`src/rtl/axi4_lite_ctrl_slave.sv`:
```
// AXI4-Lite control slave: bridges AXI4-Lite writes/reads onto a 4-word
// register file and sequences a one-shot datapath operation from the
// control register.
//
// Ports
//   ACLK, ARSTn              clock, asynchronous active-low reset
//   AW*/W*/B*                AXI4-Lite write address/data/response channels
//   AR*/R*                   AXI4-Lite read address/data channels
//   o_en_amba_write          one-cycle register-file write strobe
//   o_addr_wc/o_data_wc/o_strb  register-file write address/data/strobe
//   o_addr_rc, i_data_rc     register-file read address / combinational data
//   i_start, i_op            control register bit0 / bit1
//   o_is_busy, o_op          operation in flight / latched op select
//   o_en_ctrl_write          result-write strobe
//   o_rst_start              clear-start pulse back to the control register
//
// Build option
//   AXIL_BUSY_STALL_EN       when defined, AWREADY is held low while busy
module axi4_lite_ctrl_slave #(
  parameter int unsigned ADDR_W = 32,
  parameter int unsigned DATA_W = 32
) (
  input  logic              ACLK,
  input  logic              ARSTn,
  input  logic              AWVALID,
  input  logic [ADDR_W-1:0] AWADDR,
  input  logic [2:0]        AWPROT,
  output logic              AWREADY,
  input  logic              WVALID,
  input  logic [DATA_W-1:0] WDATA,
  input  logic [3:0]        WSTRB,
  output logic              WREADY,
  output logic              BVALID,
  output logic [1:0]        BRESP,
  input  logic              BREADY,
  input  logic              ARVALID,
  input  logic [ADDR_W-1:0] ARADDR,
  input  logic [2:0]        ARPROT,
  output logic              ARREADY,
  output logic              RVALID,
  output logic [DATA_W-1:0] RDATA,
  output logic [1:0]        RRESP,
  input  logic              RREADY,
  output logic              o_en_amba_write,
  output logic [ADDR_W-1:0] o_addr_wc,
  output logic [DATA_W-1:0] o_data_wc,
  output logic [3:0]        o_strb,
  output logic [ADDR_W-1:0] o_addr_rc,
  input  logic [DATA_W-1:0] i_data_rc,
  input  logic              i_start,
  input  logic              i_op,
  output logic              o_is_busy,
  output logic              o_op,
  output logic              o_en_ctrl_write,
  output logic              o_rst_start
);

  localparam int unsigned NUM_REGS = 4;

  localparam logic [1:0] W_IDLE = 2'd0;
  localparam logic [1:0] W_DATA = 2'd1;
  localparam logic [1:0] W_RESP = 2'd2;

  localparam logic [1:0] R_IDLE = 2'd0;
  localparam logic [1:0] R_ADDR = 2'd1;
  localparam logic [1:0] R_RESP = 2'd2;

  localparam logic [1:0] C_IDLE = 2'd0;
  localparam logic [1:0] C_EXEC = 2'd1;
  localparam logic [1:0] C_DONE = 2'd2;

  localparam logic [1:0] RESP_OKAY   = 2'b00;
  localparam logic [1:0] RESP_SLVERR = 2'b10;

  // Protection attributes carry no meaning for this slave.
  logic unused_prot;
  assign unused_prot = ^{AWPROT, ARPROT};

  logic [1:0]        w_state_q, w_state_d;
  logic [ADDR_W-1:0] addr_wc_q, addr_wc_d;
  logic [DATA_W-1:0] data_wc_q, data_wc_d;
  logic [3:0]        strb_q, strb_d;
  logic              bvalid_q, bvalid_d;
  logic [1:0]        bresp_q, bresp_d;
  logic              en_amba_q, en_amba_d;

  logic [1:0]        r_state_q, r_state_d;
  logic [ADDR_W-1:0] addr_rc_q, addr_rc_d;
  logic              rvalid_q, rvalid_d;
  logic [DATA_W-1:0] rdata_q, rdata_d;
  logic [1:0]        rresp_q, rresp_d;

  logic [1:0]        c_state_q, c_state_d;
  logic              busy_q, busy_d;
  logic              op_q, op_d;
  logic              en_ctrl_q, en_ctrl_d;
  logic              rst_start_q, rst_start_d;

  logic              awready_c;
  logic              wr_addr_ok_c;
  logic              rd_addr_ok_c;

  // Ready flags decode registered state only.
`ifdef AXIL_BUSY_STALL_EN
  assign awready_c = (w_state_q == W_IDLE) && !busy_q;
`else
  assign awready_c = (w_state_q == W_IDLE);
`endif

  assign wr_addr_ok_c = (addr_wc_q < ADDR_W'(NUM_REGS));
  assign rd_addr_ok_c = (addr_rc_q < ADDR_W'(NUM_REGS));

  // Write channel: address first, then data, then held response.
  always_comb begin
    w_state_d = w_state_q;
    addr_wc_d = addr_wc_q;
    data_wc_d = data_wc_q;
    strb_d    = strb_q;
    bvalid_d  = bvalid_q;
    bresp_d   = bresp_q;
    en_amba_d = 1'b0;
    case (w_state_q)
      W_IDLE: begin
        if (AWVALID && awready_c) begin
          addr_wc_d = AWADDR;
          w_state_d = W_DATA;
        end
      end
      W_DATA: begin
        if (WVALID) begin
          data_wc_d = WDATA;
          strb_d    = WSTRB;
          bvalid_d  = 1'b1;
          bresp_d   = wr_addr_ok_c ? RESP_OKAY : RESP_SLVERR;
          en_amba_d = wr_addr_ok_c;
          w_state_d = W_RESP;
        end
      end
      W_RESP: begin
        if (BREADY) begin
          bvalid_d  = 1'b0;
          w_state_d = W_IDLE;
        end
      end
      default: w_state_d = W_IDLE;
    endcase
  end

  always_ff @(posedge ACLK or negedge ARSTn) begin
    if (!ARSTn) begin
      w_state_q <= W_IDLE;
      addr_wc_q <= '0;
      data_wc_q <= '0;
      strb_q    <= '0;
      bvalid_q  <= 1'b0;
      bresp_q   <= RESP_OKAY;
      en_amba_q <= 1'b0;
    end else begin
      w_state_q <= w_state_d;
      addr_wc_q <= addr_wc_d;
      data_wc_q <= data_wc_d;
      strb_q    <= strb_d;
      bvalid_q  <= bvalid_d;
      bresp_q   <= bresp_d;
      en_amba_q <= en_amba_d;
    end
  end

  // Read channel: one cycle for the register file to present data.
  always_comb begin
    r_state_d = r_state_q;
    addr_rc_d = addr_rc_q;
    rvalid_d  = rvalid_q;
    rdata_d   = rdata_q;
    rresp_d   = rresp_q;
    case (r_state_q)
      R_IDLE: begin
        if (ARVALID) begin
          addr_rc_d = ARADDR;
          r_state_d = R_ADDR;
        end
      end
      R_ADDR: begin
        rdata_d   = rd_addr_ok_c ? i_data_rc : '0;
        rresp_d   = rd_addr_ok_c ? RESP_OKAY : RESP_SLVERR;
        rvalid_d  = 1'b1;
        r_state_d = R_RESP;
      end
      R_RESP: begin
        if (RREADY) begin
          rvalid_d  = 1'b0;
          r_state_d = R_IDLE;
        end
      end
      default: r_state_d = R_IDLE;
    endcase
  end

  always_ff @(posedge ACLK or negedge ARSTn) begin
    if (!ARSTn) begin
      r_state_q <= R_IDLE;
      addr_rc_q <= '0;
      rvalid_q  <= 1'b0;
      rdata_q   <= '0;
      rresp_q   <= RESP_OKAY;
    end else begin
      r_state_q <= r_state_d;
      addr_rc_q <= addr_rc_d;
      rvalid_q  <= rvalid_d;
      rdata_q   <= rdata_d;
      rresp_q   <= rresp_d;
    end
  end

  // Control sequencer: start -> one exec cycle with strobes -> one done cycle.
  always_comb begin
    c_state_d   = c_state_q;
    op_d        = op_q;
    busy_d      = 1'b0;
    en_ctrl_d   = 1'b0;
    rst_start_d = 1'b0;
    case (c_state_q)
      C_IDLE: begin
        if (i_start) begin
          op_d        = i_op;
          busy_d      = 1'b1;
          en_ctrl_d   = 1'b1;
          rst_start_d = 1'b1;
          c_state_d   = C_EXEC;
        end
      end
      C_EXEC: begin
        busy_d    = 1'b1;
        c_state_d = C_DONE;
      end
      C_DONE: begin
        c_state_d = C_IDLE;
      end
      default: c_state_d = C_IDLE;
    endcase
  end

  always_ff @(posedge ACLK or negedge ARSTn) begin
    if (!ARSTn) begin
      c_state_q   <= C_IDLE;
      op_q        <= 1'b0;
      busy_q      <= 1'b0;
      en_ctrl_q   <= 1'b0;
      rst_start_q <= 1'b0;
    end else begin
      c_state_q   <= c_state_d;
      op_q        <= op_d;
      busy_q      <= busy_d;
      en_ctrl_q   <= en_ctrl_d;
      rst_start_q <= rst_start_d;
    end
  end

  assign AWREADY         = awready_c;
  assign WREADY          = (w_state_q == W_DATA);
  assign BVALID          = bvalid_q;
  assign BRESP           = bresp_q;
  assign ARREADY         = (r_state_q == R_IDLE);
  assign RVALID          = rvalid_q;
  assign RDATA           = rdata_q;
  assign RRESP           = rresp_q;
  assign o_en_amba_write = en_amba_q;
  assign o_addr_wc       = addr_wc_q;
  assign o_data_wc       = data_wc_q;
  assign o_strb          = strb_q;
  assign o_addr_rc       = addr_rc_q;
  assign o_is_busy       = busy_q;
  assign o_op            = op_q;
  assign o_en_ctrl_write = en_ctrl_q;
  assign o_rst_start     = rst_start_q;

endmodule

```
`config.mk`:
```
export PLATFORM = sky130hd
export DESIGN_NAME = axi4_lite_ctrl_slave
export DESIGN_NICKNAME = d
export VERILOG_FILES = /design/src/rtl/axi4_lite_ctrl_slave.sv
export SDC_FILE = /design/constraint.sdc
export NUM_CORES = 1
export LEC_CHECK = 0
export ABC_AREA = 1
export CORE_AREA = 3 3 112 114
export DETAILED_ROUTE_END_ITERATION = 12
export DIE_AREA = 0 0 115 117
export DONT_BUFFER_PORTS = 1
export GPL_ROUTABILITY_DRIVEN = 0
export PLACE_DENSITY = 0.66
export SETUP_SLACK_MARGIN = 0.2
export SYNTH_ARGS = -nofsm -noshare
export SYNTH_HDL_FRONTEND = slang
export SYNTH_SLANG_ARGS = --single-unit
```
`constraint.sdc`:
```
create_clock -name ACLK -period 3.2 [get_ports ACLK]
set_input_delay 0.64 -clock ACLK [delete_from_list [all_inputs] [get_ports ACLK]]
set_output_delay 0.64 -clock ACLK [all_outputs]
set_load 0.005 [all_outputs]
```
== Word-level counts from Yosys, hierarchy flattened ==
Cells that the tools add are included.

* Add/subtract/negate cells: 0
* $mul: 0
* Div/mod/pow operators: 0
* Magnitude comparators: 2
* Equality and inequality tests: 11
* Shift operators: 0
* Multiplexer cells: 22
* Bitwise operators: 0
* Reductions and logical operators: 14

{| class="wikitable"
|+ Operators with widths
! operator !! number
|-
| 32-bit by 3-bit less-than comparator with 1-bit output, second input constant || 2
|-
| 32-bit two-way mux || 1
|-
| 2-bit two-way mux || 8
|-
| 2-bit one-hot mux with 3 select lines || 2
|-
| 2-bit AND reduction || 6
|-
| 2-bit inequality test, second input constant || 5
|-
| 1-bit two-way mux || 7
|-
| 2-bit by 1-bit == test with 1-bit output, second input constant || 3
|-
| 2-bit zero test || 3
|-
| 1-bit one-hot mux with 2 select lines || 3
|-
| 3-bit AND reduction || 2
|-
| 2-bit == test, second input constant || 2
|-
| 2-bit one-hot mux with 2 select lines || 1
|-
| 2-bit nonzero test || 2
|-
| 2-bit by 1-bit inequality test with 1-bit output, second input constant || 1
|-
| 1-bit logical AND || 1
|}

* Bits in registers: 148
* Bits in latches: 0
* RAM bits: 0
* Memory bits (read-only): 0
* Input port bits: 147
* Output and inout bits: 146
* Logic and storage cells: 65
* Memories kept: 0

== Depth between registers and ports, before layout ==
Gate-level depths: netlist of the first run.

* Depth in word-level cells: 4
* Depth in mapped cells: 8
* Depth with buffers taken out: 7

== Worst setup path before layout of the first run ==
OpenSTA, ideal clock, no wires.

* Path kind: input to register
* From: input port AWVALID
* To: register addr_wc_q[10], in the netlist o_addr_wc[10]
* Setup time: 125 ps
* Arrival: 1283 ps
* Required time: 3075 ps
* Slack: 1793 ps
* Stages on the path: 3
* Path buffers: 1
* Cell sequence: nand2_2 > buf_2 > mux2_2

* Longest elaborated chain between the ends: 2

{| class="wikitable"
|+ RTL lines
! what !! line !! source
|-
| from (decl) || 25 || <nowiki>input logic AWVALID,</nowiki>
|-
| 1-bit logical AND || 124 || <nowiki>if (AWVALID && awready_c) begin</nowiki>
|-
| 2-bit AND reduction (no line) || -- ||
|-
| to (signal assigned) || 160 || <nowiki>addr_wc_q <= addr_wc_d;</nowiki>
|-
| to (decl) || 80 || <nowiki>logic [ADDR_W-1:0] addr_wc_q, addr_wc_d;</nowiki>
|}

Every way passes these cells.
A chain may end at the register's enable or synchronous reset.

== Worst setup path after layout of the first run ==
* From: register r_state_q[1]
* To: register addr_rc_q[28], in the netlist o_addr_rc[28]

* Longest elaborated chain between the ends: 2

{| class="wikitable"
|+ RTL lines
! what !! line !! source
|-
| from (decl) || 87 || <nowiki>logic [1:0] r_state_q, r_state_d;</nowiki>
|-
| from (signal assigned) || 207 || <nowiki>r_state_q <= r_state_d;</nowiki>
|-
| 2-bit zero test || -- ||
|-
| via ARREADY || 39 || <nowiki>output logic ARREADY,</nowiki>
|-
| 2-bit AND reduction (no line) || -- ||
|-
| to (signal assigned) || 208 || <nowiki>addr_rc_q <= addr_rc_d;</nowiki>
|-
| to (decl) || 88 || <nowiki>logic [ADDR_W-1:0] addr_rc_q, addr_rc_d;</nowiki>
|}

The timed path passes the listed nets, and every way through them passes these cells.

==> impl_metrics.ini, run 1 <==
[status]
status = finished with violations
violations = hold timing

[clock_tree]
cts-root-buf = clkbuf_16
cts_buffers = 17
clk_latency_ns = 0.41
cts_max_level = 4
clk_path_buf_depth = 2
cts_tree = built
clock_sinks = 146
clk_pin_slew_ns = 0.06
post_cts_buffers = 0
ctsResizeCount = 0

[setup_path]
path_class = reg2reg
required_ns = 3.48
cp-end-kind = flop
crit_fanout = 42
critPathLaunchType = flop
worstPathArrival_ns = 2.29

[yosys]
synth_compound_area_share_pct = 1.381
ys_warn_count = 0
synth_top_family_by_area = simple AND/OR/NAND/NOR gates
synth_top_cells_by_count = 202 x nand2_1, 146 x dfrtp_1, 61 x mux2_2
synthXorXnorAreaFrac_pct = 0
yosys.cell_count.top_type = nand2_1
synth_top_area_share_pct = 61.11
synth.mux.area_fraction_pct = 13.25
async_reset_ff_share_pct = 100.0
syn_inst = 565
synth_fa_ha_area_share_pct = 0
synthSimpleGateAreaFrac_pct = 20.24
yosysSeqAreaShare_pct = 61.11
ys.flop_type = dfrtp_1
netlist_area_mm2 = 0.005978
avgSynthCellArea_um2 = 10.58
synth-seq-cells = 146
synthTopCellsByArea = dfrtp_1 61%, nand2_1 13%, mux2_2 11%
synth_edf_count = 0
yosys.cell_types.count = 20
yosysTopAreaCell = dfrtp_1

[cells_and_area]
diodes = 0
nets = 706
syn_to_final_growth_pct = 11.39
drive_gt1_share_pct = 19.23
final_area_mm2 = 0.006659

[floorplan]
core.rowCount = 39
initial_core_util_pct = 51.91
die_w_um = 115
dieArea_mm2 = 0.01346
die_h_um = 117
io_pins = 293
core-area_mm2 = 0.01152

[power]
vdd_drop_max_mv = 0.6486
p_leak_nw = 3.241
powerDensity_mw_per_mm2 = 1006

[grt]
grt_pass1_wl_um = 20380
grt_max_degree = 147
grt_pass1_vias = 3898
grt.overflow.total = 0
antenna_found_initial = 0
grt_use_total_pct = 19.93

[drt]
wirelength_um = 13660
via_per_inst = 5.422
wl_per_cell_um = 19.11
drt_drc_violations_left = 0
first_iter_violations = 243
ant_nets = 0
drt-pass1-iter-count = 4
vias = 3877

[timing]
whs_ns = -0.07645
timing.final.max_slew_violations = 0
fmax_mhz = 496.6
worst_pin_slew_ns = 0.9962
setup_violations = 0
hold_viol = 146
relSlewSlack_pct = 33.51
fin_tns_setup_ns = 0
rsz0062_at_grt = false
finalClockSkew_ns = 0.006477
period_share_pct = 62.93
period_minus_slack_ns = 2.014

[placed_design]
dpl_cell_area_mm2 = 0.006022
dpl.hpwl_um = 9712
port-buffer-count = 0

[run]
cap_violations = 0

[worst_hold_path]
min_path_type = in2async
-- area by class of cell --
cell class | count | area, µm²
clock buffer | 20 | 456.7
clock inverter | 12 | 180.2
fill | 976 | 4857
inverter | 22 | 82.58
multi-input combinational | 370 | 2092
sequential | 146 | 3654
tap | 143 | 178.9
timing repair buffer | 2 | 15.01
-- metal layers --
metal | global-route usage [%] | routed length (µm) | up-vias
met1 | 22.53 | 4974 | 1880
met2 | 32.83 | 6964 | 200
met5 | 0 | 0 | -
met3 | 9.100 | 1468 | 19
met4 | 8.451 | 255 | 0
li1 | - | - | 1778
-- state kept, by name, indices dropped and copies added, names as in the netlist --
signal	count
RDATA	32
o_addr_rc	32
o_addr_wc	32
o_data_wc	32
o_strb	4
c_state_q	2
r_state_q	2
w_state_q	2
BRESP	1
BVALID	1
RRESP	1
RVALID	1
o_en_amba_write	1
o_is_busy	1
o_op	1
o_rst_start	1
-- path summary, 6_finish.rpt --
| path | startpoint | end | slack [ns] | cells after the start |
|---|---|---|---|---|
| setup / recovery | r_state_q[1] | o_addr_rc[28] | 1.19 | 5 |
| hold / removal | ARSTn | o_addr_wc[19] | -0.08 | 0 |
| setup reg to reg | r_state_q[1] | o_addr_rc[28] | 1.19 | 5 |
| hold reg to reg | c_state_q[1] | c_state_q[1] | 0.45 | 1 |
| max in group asynchronous | ARSTn | o_data_wc[15] | 3.11 | 0 |
| min in group ACLK | WVALID | w_state_q[0] | 0.32 | 1 |
-- power by group --
group / switching (mW) / internal (mW)
Clock: 0.744 / 1.35
Sequential: 0.685 / 2.54
Combinational: 0.666 / 0.713
-- worst max-delay path, cell delays in order, from the launching register on --
cell and delay (ns):
dfrtp_1 0.41, nor2_1 0.27, nand2_1 0.53, inv_1 0.16, buf_4 0.36, o21ai_0 0.13
-- cell usage in the layout (no fill, tap or decap), types with 2 or more instances in the layout --
master and n:
inv_2 3, conb_1 2, clkbuf_16 17, buf_4 2
o21ai_0 15, nand3_1 3, mux2_2 61, nand2_2 2
mux2_4 7, dfrtp_1 146, nand3b_1 32, nor2_2 2
clkinvlp_4 5, nor2_1 41, bufinv_16 4, inv_1 19
clkbuf_8 2, nand2_1 202
-- metrics by stage --
stage               std cells  total power [mW]  util (%)  setup WS, ns  hold slack (ns)
finish                    715             6.700     57.82         1.186         -0.07645
global route              715             7.118     57.82        0.8618          -0.1050
floorplan                 566             4.258         -         1.793           0.3444
detailed placement        683             4.661     52.29         1.179           0.3474
CTS                       715             6.780     57.82         1.162          -0.1008
global placement          683             4.576     52.29         1.226           0.3473
-- kinds of logic after synthesis --
family                 Yosys count
other                            1
buffers and inverters           50
multiplexers                    68
AND/OR/NAND/NOR                284
AO/OA/AOI/OAI                   16
flip-flops                     146
(Power assumes the default switching activity.)
==> run 2, diff against run 1 <==
--- a/config.mk
+++ b/config.mk
@@ -6,12 +6,11 @@
 export NUM_CORES = 1
 export LEC_CHECK = 0
 export ABC_AREA = 1
-export CORE_AREA = 3 3 112 114
+export CORE_AREA = 3 3 114 116
 export DETAILED_ROUTE_END_ITERATION = 12
-export DIE_AREA = 0 0 115 117
+export DIE_AREA = 0 0 117 119
 export DONT_BUFFER_PORTS = 1
 export GPL_ROUTABILITY_DRIVEN = 0
-export PLACE_DENSITY = 0.66
 export SETUP_SLACK_MARGIN = 0.2
 export SYNTH_ARGS = -nofsm -noshare
 export SYNTH_HDL_FRONTEND = slang
==> constraint.sdc (replaced) <==
create_clock -name ACLK -period 2.03 [get_ports ACLK]
set_input_delay 0.406 -clock ACLK [delete_from_list [all_inputs] [get_ports ACLK]]
set_output_delay 0.406 -clock ACLK [all_outputs]
set_load 0.005 [all_outputs]
==> impl_metrics.ini, run 2 (synthesized netlist as in run 1, its figures left out) <==
[cells_and_area]
final-seq-area_mm2 = 0.003654
final_cells = 724
layout_commonest_cell = nand2_1
fin_util_pct = 56.08
syn_to_final_growth_pct = 12.68
final_area_mm2 = 0.006736
diodes = 0
drive_gt1_share_pct = 19.93
final_cell_mix = 202 x nand2_1, 146 x dfrtp_1, 61 x mux2_2
fillers = 1096
multiInputGateArea_mm2 = 0.002092
nets = 712

[power]
powerDensity_mw_per_mm2 = 1578
vdd_drop_max_mv = 0.8931
p_leak_nw = 3.299
power_mw = 10.63

[setup_path]
cp-end-kind = flop
reg2reg_depth = 5
cpMaxStageDelayCell = dfrtp_1
worstPathArrival_ns = 1.87
crit_fanout = 30
worstReg2RegEnd = o_data_wc[16]
critPathLaunchType = flop
cpPeakStageDelay_ns = 0.39
cp_top_family = flip-flops
path_cells = inv_2, nor2_4, nand2_2, buf_12, mux2_2
path_class = reg2reg
timing.rr.start = w_state_q[0]
required_ns = 2.33
critPathBufInv = 2
reg2reg_slack_ns = 0.46
cp.depth = 5

[clock_tree]
clk_pin_slew_ns = 0.06
ctsResizeCount = 0
clock_sinks = 146
cts_buffers = 17
post_cts_buffers = 0
cts-root-buf = clkbuf_16
cts_max_level = 4
clk_path_buf_depth = 2
cts_tree = built
clk_latency_ns = 0.42

[drt]
ant_nets = 0
wirelength_um = 13840
via_per_inst = 5.394
first_iter_violations = 209
vias = 3905
drt-pass1-iter-count = 4
drt_drc_violations_left = 0
wl_per_cell_um = 19.11

[timing]
period_share_pct = 77.42
rsz0062_at_grt = false
timing.final.max_slew_violations = 0
fin_tns_setup_ns = 0
setup_violations = 0
relSlewSlack_pct = 63.00
setup_ws_ns = 0.4583
worst_pin_slew_ns = 0.5543
finalClockSkew_ns = 0.01346
hold_viol = 146
whs_ns = -0.3111
fmax_mhz = 636.3
period_minus_slack_ns = 1.572

[placed_design]
pre_cts_ws_ns = 0.4385
port-buffer-count = 0
dpl_cell_area_mm2 = 0.006110
dpl.hpwl_um = 10110
dp.cells = 693

[floorplan]
initial_core_util_pct = 49.77
die_h_um = 119
dieArea_mm2 = 0.01392
core-area_mm2 = 0.01201
io_pins = 293
core.rowCount = 40
die_w_um = 117

[status]
status = finished with violations
violations = hold timing

[grt]
antenna_found_initial = 0
grt_pass1_vias = 4013
grt_max_degree = 147
grt_use_total_pct = 20.13
grt.overflow.total = 0
grt_pass1_wl_um = 21360

[worst_hold_path]
min_path_type = in2async

[run]
cap_violations = 0
-- run 2: cell count changes in the layout (fill, tap and decap cells not counted) --
| cell | change |
|---|---|
| inv_6 | -1 |
| buf_12 | +3 |
| buf_4 | +3 |
| clkbuf_8 | +1 |
| clkinv_2 | +3 |
| clkinvlp_4 | -4 |
-- run 2: how the worst max path moves through the flow --
stage / start / end / slack (ns)
floorplan: w_state_q[1] / o_data_wc[0] / 0.72
detailed placement: w_state_q[0] / o_data_wc[28] / 0.44
finish: w_state_q[0] / o_data_wc[16] / 0.46
CTS: w_state_q[0] / o_data_wc[16] / 0.43
global route: o_addr_rc[31] / RDATA[3] / 0.30
global placement: w_state_q[0] / o_strb[1] / 0.50
-- run 2: routing by layer --
metal	share of wire, %	vias to the layer above	wire (µm)	global-route usage [%]
met5	0	-	0	0
met4	2.2	0	305	7.885
met3	11	25	1576	9.705
met2	52	186	7187	34.46
met1	34	1898	4765	20.94
li1	-	1796	-	-
-- run 2: final cells by class --
class	instances	share of cell area, %
Sequential cell	146	54.23
Multi-Input combinational cell	370	31.06
Clock buffer	21	6.984
Tap cell	147	2.730
Clock inverter	10	2.322
Timing Repair Buffer	8	1.449
Inverter	22	1.226
-- run 2: report_power, final --
| part | internal [mW] | switching [mW] | leakage [nW] |
|---|---|---|---|
| Combinational | 1.19 | 1.08 | 1.18 |
| Sequential | 4.01 | 1.09 | 1.81 |
| Clock | 2.14 | 1.12 | 0.309 |
==> run 3, diff against run 2 <==
==> constraint.sdc (replaced) <==
create_clock -name ACLK -period 1.55 [get_ports ACLK]
set_input_delay 0.31 -clock ACLK [delete_from_list [all_inputs] [get_ports ACLK]]
set_output_delay 0.31 -clock ACLK [all_outputs]
set_load 0.005 [all_outputs]
==> impl_metrics.ini, run 3 (synthesized netlist as in run 1, its figures left out) <==
[power]
combPwrFrac_pct = 23.5
p_int_mw = 10.10
sequentialPowerShare_pct = 46.0
p_sw_mw = 4.493
power_frac_clock_pct = 30.5
p_sw_share_pct = 30.78
p_leak_nw = 3.503
vdd_drop_max_mv = 1.159
powerDensity_mw_per_mm2 = 2013

[setup_path]
critPathLaunchType = flop
cp-end-kind = output pin
timing.rr.start = w_state_q[0]
crit_fanout = 4
worstReg2RegEnd = o_data_wc[3]
reg2reg_slack_ns = 0.19
worstPathArrival_ns = 1.05
reg2reg_depth = 5
required_ns = 1.24
startpoint = r_state_q[1]
endpoint = ARREADY
path_class = reg2out

[placed_design]
dp.cells = 697
dpl.hpwl_um = 10320
port-buffer-count = 0
pre_cts_ws_ns = 0.1443

[clock_tree]
postCtsHoldBufs = 13
cts-root-buf = clkbuf_16
cts_tree = built
clk_pin_slew_ns = 0.05
cts_buffers = 17
clk_path_buf_depth = 2
cts_max_level = 4
clk_latency_ns = 0.41
clock_sinks = 146

[timing]
fin_tns_setup_ns = 0
timing.final.max_slew_violations = 0
period_share_pct = 88.05
hold_viol = 146
period_minus_slack_ns = 1.365
fmax_mhz = 732.7
setup_ws_ns = 0.1852
setup_violations = 0
finalClockSkew_ns = 0.006890
whs_ns = -0.3975
rsz0062_at_grt = true

[cells_and_area]
layout_commonest_cell = nand2_1
diodes = 0
syn_to_final_growth_pct = 21.28
final_cells = 755
drive_gt1_share_pct = 23.68
nets = 742
fin_util_pct = 60.36
final_cell_mix = 200 x nand2_1, 144 x dfrtp_1, 61 x mux2_2

[floorplan]
die_h_um = 119
core.rowCount = 40
die_w_um = 117
io_pins = 293
core-area_mm2 = 0.01201
initial_core_util_pct = 49.77
dieArea_mm2 = 0.01392

[drt]
wl_per_cell_um = 20.42
first_iter_violations = 284
drt_drc_violations_left = 0
wirelength_um = 15410
vias = 4056
drt-pass1-iter-count = 4
ant_nets = 0
via_per_inst = 5.372

[grt]
grtUsageMet3_pct = 8.232
met1_usage_pct = 21.32
grt.overflow.total = 0
use_met2_pct = 36.59
grt_pass1_wl_um = 22040
grt_use_total_pct = 20.59
grt_pass1_vias = 4238
grt_busiest_layer = met2
antenna_found_initial = 0
grt_max_degree = 147

[status]
status = finished with violations
violations = hold timing

[worst_hold_path]
min_path_type = in2async

[run]
cap_violations = 0
==> run 3: changes by cell type in the layout (fill, tap and decap cells not counted), sizes merged <==
cell,before,now
dlygate4sd3,0,13
buf,8,19
clkbuf,21,29
inv,22,20
bufinv,4,5
==> run 3: critical path, cell delays in order (launching register included) <==
cell and delay (ns):
dfrtp_1 0.42, nor2_2 0.11, buf_4 0.12
==> run 3: layout make-up <==
class,instances,area [µm²]
clock buffer,23,478.0
clock inverter,9,176.4
fill,1039,4761
inverter,22,92.59
multi-input combinational,370,2131
sequential,146,3656
tap,147,183.9
timing repair buffer,38,533.0
==> run 3: what timing repair did <==
item,CTS,global route
resized for setup,8,15
pin swaps,2,10
setup buffers,2,1
hold endpoints to repair,159,146
endpoints found under the setup margin,75,74
cloned,1,9
==> run 3: power by group through the flow <==
stage / sequential (mW) / clock [mW] / combinational, mW
after floorplan: 6.26 / 0 / 2.53
after global placement: 6.73 / 0 / 2.98
after detailed placement: 6.78 / 0 / 3.12
after CTS: 6.74 / 4.53 / 3.20
after global routing: 6.90 / 4.73 / 3.84
final: 6.71 / 4.46 / 3.43
==> run 3: worst min-delay path by stage <==
stage          start       endpoint  slack (ns)  cells after the start
2_1_floorplan  ARSTn       BRESP[1]        0.01                      0
3_3_place_gp   ARSTn  o_addr_wc[26]        0.02                      0
3_5_place_dp   ARSTn  o_addr_wc[22]        0.02                      0
4_1_cts        ARSTn  o_addr_wc[24]       -0.42                      0
5_1_grt        ARSTn   w_state_q[1]       -0.43                      0
6_report       ARSTn  o_addr_wc[22]       -0.40                      0
==> run 3: per-layer routing <==
layer / wire length [µm] / part of all wire (%)
met1: 5506 / 36
met4: 257 / 1.7
met3: 1463 / 9.5
met2: 8188 / 53
met5: 0 / 0
==> run 3: per-stage QoR <==
step | total power, mW | area (µm²)
6_report | 14.60 | 7251
5_1_grt | 15.47 | 7251
4_1_cts | 14.46 | 7020
3_5_place_dp | 9.899 | 6177
3_3_place_gp | 9.711 | 6177
2_1_floorplan | 8.791 | 5982
